===== src/rtl/regfile_wb_arbiter.sv =====
// Register-file write-back arbiter: grants one of the ALU/load result streams per cycle,
// registers the write port drive, and keeps a per-register pending (busy) scoreboard.
module regfile_wb_arbiter #(
   parameter int MEM_PRIORITY = 1
) (
   input  logic        clk,
   input  logic        rst,
   input  logic        aluValid,
   input  logic [4:0]  aluSel,
   input  logic [31:0] aluData,
   output logic        aluReady,
   input  logic        memValid,
   input  logic [4:0]  memSel,
   input  logic [31:0] memData,
   output logic        memReady,
   output logic        wCtrl,
   output logic [4:0]  wSel,
   output logic [31:0] wData,
   input  logic        busySet,
   input  logic [4:0]  busySel,
   input  logic [4:0]  rSel1,
   input  logic [4:0]  rSel2,
   output logic        rs1Busy,
   output logic        rs2Busy,
   output logic [7:0]  conflictCnt
);

   typedef enum logic {GNT_ALU = 1'b0, GNT_MEM = 1'b1} grant_e;

   grant_e      lastGrant;
   logic [31:0] busy;
   logic [31:0] busyNext;
   logic        hs;
   logic [4:0]  hsSel;
   logic [31:0] hsData;
   logic        contest;

   assign contest = aluValid && memValid;

   // Grant is purely combinational so a lone requester completes in its own cycle.
   always_comb begin
      aluReady = 1'b0;
      memReady = 1'b0;
      if (contest) begin
         if (MEM_PRIORITY != 0)
            memReady = 1'b1;
         else if (lastGrant == GNT_MEM)
            aluReady = 1'b1;
         else
            memReady = 1'b1;
      end else if (aluValid) begin
         aluReady = 1'b1;
      end else if (memValid) begin
         memReady = 1'b1;
      end
   end

   always_comb begin
      hs     = aluReady || memReady;
      hsSel  = memReady ? memSel  : aluSel;
      hsData = memReady ? memData : aluData;
   end

   // A fresh issue to the same register outranks the retiring write.
   always_comb begin
      busyNext = busy;
      if (hs && hsSel != 5'd0)
         busyNext[hsSel] = 1'b0;
      if (busySet && busySel != 5'd0)
         busyNext[busySel] = 1'b1;
      busyNext[0] = 1'b0;
   end

   always_ff @(posedge clk) begin
      if (!rst) begin
         wCtrl       <= 1'b0;
         wSel        <= 5'd0;
         wData       <= 32'd0;
         busy        <= 32'd0;
         lastGrant   <= GNT_MEM;
         conflictCnt <= 8'd0;
      end else begin
         wCtrl <= hs && (hsSel != 5'd0);
         if (hs) begin
            wSel      <= hsSel;
            wData     <= hsData;
            lastGrant <= memReady ? GNT_MEM : GNT_ALU;
         end
         busy <= busyNext;
         if (contest && conflictCnt != 8'hFF)
            conflictCnt <= conflictCnt + 8'd1;
      end
   end

   assign rs1Busy = (rSel1 != 5'd0) && busy[rSel1];
   assign rs2Busy = (rSel2 != 5'd0) && busy[rSel2];

endmodule


===== config.mk =====
export PLATFORM = sky130hd
export DESIGN_NAME = regfile_wb_arbiter
export DESIGN_NICKNAME = d
export VERILOG_FILES = /design/src/rtl/regfile_wb_arbiter.sv
export SDC_FILE = /design/constraint.sdc
export NUM_CORES = 1
export LEC_CHECK = 0
export ABC_CLOCK_PERIOD_IN_PS = 2100
export CELL_PAD_IN_SITES_DETAIL_PLACEMENT = 1
export CELL_PAD_IN_SITES_GLOBAL_PLACEMENT = 2
export CORE_ASPECT_RATIO = 0.75
export CORE_MARGIN = 4
export CORE_UTILIZATION = 27
export CTS_CLUSTER_SIZE = 40
export DETAILED_ROUTE_END_ITERATION = 8
export PLACE_DENSITY = 0.81
export SYNTH_ARGS = -nofsm -noshare
export SYNTH_HDL_FRONTEND = slang
export SYNTH_SLANG_ARGS = --single-unit

===== constraint.sdc =====
create_clock -name clk -period 2.1 [get_ports clk]
set_input_delay 0.21 -clock clk [delete_from_list [all_inputs] [get_ports clk]]
set_output_delay 0.21 -clock clk [all_outputs]
set_load 0.02 [all_outputs]

[Yosys cells after proc, flatten, opt, wreduce, memory -nomap -nowiden]
Index checks and enable logic that the tools add are counted.
Cells by class
  $add $sub $neg: 1
  multipliers: 0
  divide/modulo/power cells: 0
  order comparisons: 6
  equal/unequal tests: 1
  shift-type cells: 0
  mux-type cells: 17
  bitwise logic cells: 3
  reductions and logical operators: 13
Operators by type and width (count)
  $mux 32: 3
  $and 32x32->32: 1
  $not 32->32: 1
  $or 32x32->32: 1
  $lt 5x6->1 const B: 4
  $reduce_bool 5->1: 4
  $bmux 1 s5: 2
  $demux 1 s5: 2
  $ge 5x1->1 const B: 2
  $mux 1: 9
  $add 8x1->8 const B: 1
  $logic_and 1x1->1: 8
  $ne 8x8->1 const B: 1
  $mux 5: 1
  $logic_or 1x1->1: 1
Word-level totals
  register bits: 78
  bits in latches: 0
  memory bits (writable): 0
  memory bits (read-only): 0
  bits of input ports: 94
  output and inout port bits: 50
  logic and storage cells: 47
  memories: 0

[Logic depth before layout (Yosys ltp)]
  depth in word-level cells: 13
  mapped depth: 7
  depth with buffers taken out: 5

[Least setup slack after synthesis]
OpenSTA, ideal clock, no wires.
  path type: register to output
  start point: register busy[3]
  end point: output port rs1Busy
  arrival: 1.361 ns
  data required time: 1.890 ns
  setup slack: 0.529 ns
  stages on the path, launching flop included: 5
  path buffers: 0
  cells stage by stage: dfxtp_1 mux4_1 o22ai_2 a311oi_1 a221o_1
Between the ends
  cells in the longest elaborated chain, start to end: 3
Ends and longest elaborated chain
  from (decl): line 31  | logic [31:0] busy;
  from (signal assigned): line 89  | busy <= busyNext;
  $bmux 1 s5: line 95  | assign rs1Busy = (rSel1 != 5'd0) && busy[rSel1];
  $mux 1 (not written as such): line 95
  $logic_and 1x1->1: line 95
  to (decl): line 23  | output logic rs1Busy,
No other way between the ends. The select of a mux whose other input is x is not followed.

[Worst setup path after layout]
  start point: register busy[26]
  end point: output port rs1Busy
The elaborated chain is that of the path after synthesis.

==> results.yml <==
global_routing:
  grt_antenna_before_repair: 0
  grt_pass1_vias: 4651
  grt_pass1_wl_mm: 25.7
  grt_max_degree: 37
  overflow: 0
  grt_usage: 0.188
clock_tree:
  cts_buffers: 9
  clkLatencyLatePin_ns: 0.33
  htree_levels: 3
  tritoncts: "yes"
  hold_buffers: 0
  clockRootBuffer: "clkbuf_16"
  cts.sinks: 77
  clkTransAtPathRegs_ns: 0.06
  cts_max_path_buffers: 2
synth:
  synth_area_leader_cell: "dfxtp_1"
  ys_types: 58
  netlist_area_mm2: 0.00411
  ys_async_sr_fraction: 0
  synth_cells: 498
  ys_seq_area_frac: 0.375
  synth_edf_count: 0
  synth_top_area_frac: 0.375
  yosys_warnings: 0
  syn-num-nets: 593
  synth_ff_type: "dfxtp_1"
  yosys-top-cells-area: "dfxtp_1 (38%), mux2i_1 (11%), a21oi_1 (8.2%)"
  syn_avg_cell_area_um2: 8.25
  synth_seq_cells: 77
drt:
  wirelength_mm: 16.1
  wire_per_inst_um: 18.6
  detail-route-antenna-nets: 0
  dr.first_iter.drc_count: 199
  vias_per_cell: 4.98
  dr_total_vias: 4323
  drtPass1Iterations: 4
  route.detailed.drc: 0
sta:
  skew_ns: 0.00115
  rsz0062_at_grt: "false"
  hold_viol: 0
  tns_ns: 0
  drv_slew: 0
  setup_viol: 0
  setup_ws_ns: 0.0715
  finalCritPeriodShare: 0.966
  fmax_mhz: 493
  max_slew_margin: 0.525
  fin_crit_ns: 2.03
  worst_slew_pin_slew_ns: 0.707
finish:
  drive_gt1_frac: 0.118
  utilization: 0.431
  layout.nets: 759
  final_common_cell: "clkdlybuf4s50_1"
  syn2layout_area_growth_pct: 54.0
  layout_common_cells: "clkdlybuf4s50_1 (134), nor2_1 (87), dfxtp_1 (77), a21oi_1 (67), mux2i_1 (47)"
  nFillCells: 1704
  antenna_cells: 0
floorplanning:
  boundaryPins: 144
  die_area_mm2: 0.0173
  core_mm2: 0.0147
  initial_core_util: 0.280
  die_y_um: 115
  die_w_um: 150
  rows: 38
critical_path:
  crit_fanout: 2
  cpMaxStageDelayCell: "a221o_1"
  cp.required_ns: 1.89
  cpPeakStageDelay_ns: 0.38
  cp.buffers_inverters: 1
  critPathArrivalTime_ns: 1.82
  crit_type: "reg2out"
  crit_path_end_kind: "output port"
  crit_path_cell_trace: "mux2_1 > o311ai_2 > a221oi_1 > a221o_1 > buf_4"
  cp-start-kind: "flop"
  cpLargestDelayFamily: "compound AO/OA/AOI/OAI gates"
min_path:
  hold_path.class: "in2reg"
job:
  cap_violations: 0
outcome:
  status: "finished clean"
placed_design:
  io_buffers: 143
  dpl.hpwl_mm: 12.7
  gp_congestion: 0.910
  pre_cts_ws_ns: -0.511
power:
  vdd_drop_max_mv: 0.365
  p_per_area_mw_per_mm2: 662
  p_leak_nw: 2.48
  total_power_mw: 4.19
## cell type report
class | instances | area [µm²] | area share
multi-input cells | 383 | 2390 | 0.377
repair buffers | 187 | 1780 | 0.281
flip-flops and latches | 77 | 1540 | 0.244
clock buffers | 11 | 253 | 0.0399
well taps | 200 | 250 | 0.0395
clock inverters | 4 | 95.1 | 0.0150
inverters | 6 | 22.5 | 0.00356
## cells in the mapped netlist, drive strengths merged, types with 2 or more instances
library cell / n
a21oi: 67
a221oi: 3
a22oi: 3
a311oi: 2
a31oi: 5
and2: 2
and3: 2
and3b: 5
buf: 23
clkbuf: 9
dfxtp: 77
inv: 6
mux2: 8
mux2i: 47
mux4: 7
nand2: 39
nand2b: 7
nand3: 8
nand4: 2
nor2: 87
nor2b: 8
nor3: 4
nor3b: 5
o21ai: 44
o311ai: 2
or3: 2
xnor2: 2
## power breakdown
group / leakage [nW] / internal (mW) / switching [mW]
registers: 0.630 / 1.52 / 0.0350
logic: 1.68 / 0.411 / 0.395
clock network: 0.172 / 1.22 / 0.607
## through the flow
| step | hold WS [ns] | std cells | cell area (µm²) |
|---|---|---|---|
| 6_report | 0.445 | 868 | 6330 |
| 4_1_cts | 0.447 | 867 | 6300 |
| 3_3_place_gp | 0.495 | 852 | 5960 |
| 2_1_floorplan | 0.332 | 498 | 4110 |
| 3_5_place_dp | 0.502 | 852 | 5960 |
| 5_1_grt | 0.480 | 868 | 6330 |
## state kept, by name, summed over array words and instances, names as in the netlist
signal	flops
wData	32
busy	31
conflictCnt	8
wSel	5
wCtrl	1
## timing repair
action | CTS | global route
endpoints found under the setup margin | 2 | 2
resized for setup | 16 | 6
cloned | 0 | 0
pin swaps | 0 | 2
setup buffers | 0 | 1
## worst min-delay path, cell delays in order
cell and delay [ns]:
buf_2 0.13, buf_4 0.23, o311a_1 0.16
## cells by family (layout without fill, tap and decap cells)
kind of cell	Yosys count	after routing	share of synthesized area
simple gates	178	178	0.199
compound gates	139	139	0.195
flops	77	77	0.375
mux	62	62	0.176
buf+inv	38	208	0.0454
xor+xnor	3	3	0.00640
fa+ha+maj	1	1	0.00305
## layer usage
metal / share of wire / GRT usage / routed length, µm / up-vias
met1: 0.45 / 0.259 / 7270 / 2086
met2: 0.47 / 0.303 / 7560 / 104
met3: 0.061 / 0.0394 / 977 / 21
li1: - / - / - / 2112
met5: 0 / 0 / 0 / -
met4: 0.019 / 0.0463 / 304 / 0
## worst paths after layout
path	startpoint	endpoint	slack, ns	cells past startpoint
worst max-delay path	busy[26]	rs1Busy	0.07	5
worst min-delay path	aluValid	wSel[2]	0.45	3
worst max register to register	conflictCnt[0]	conflictCnt[6]	0.53	5
worst min register to register	busy[10]	busy[10]	0.51	2
Note: power is estimated with default switching activity, not from simulation.
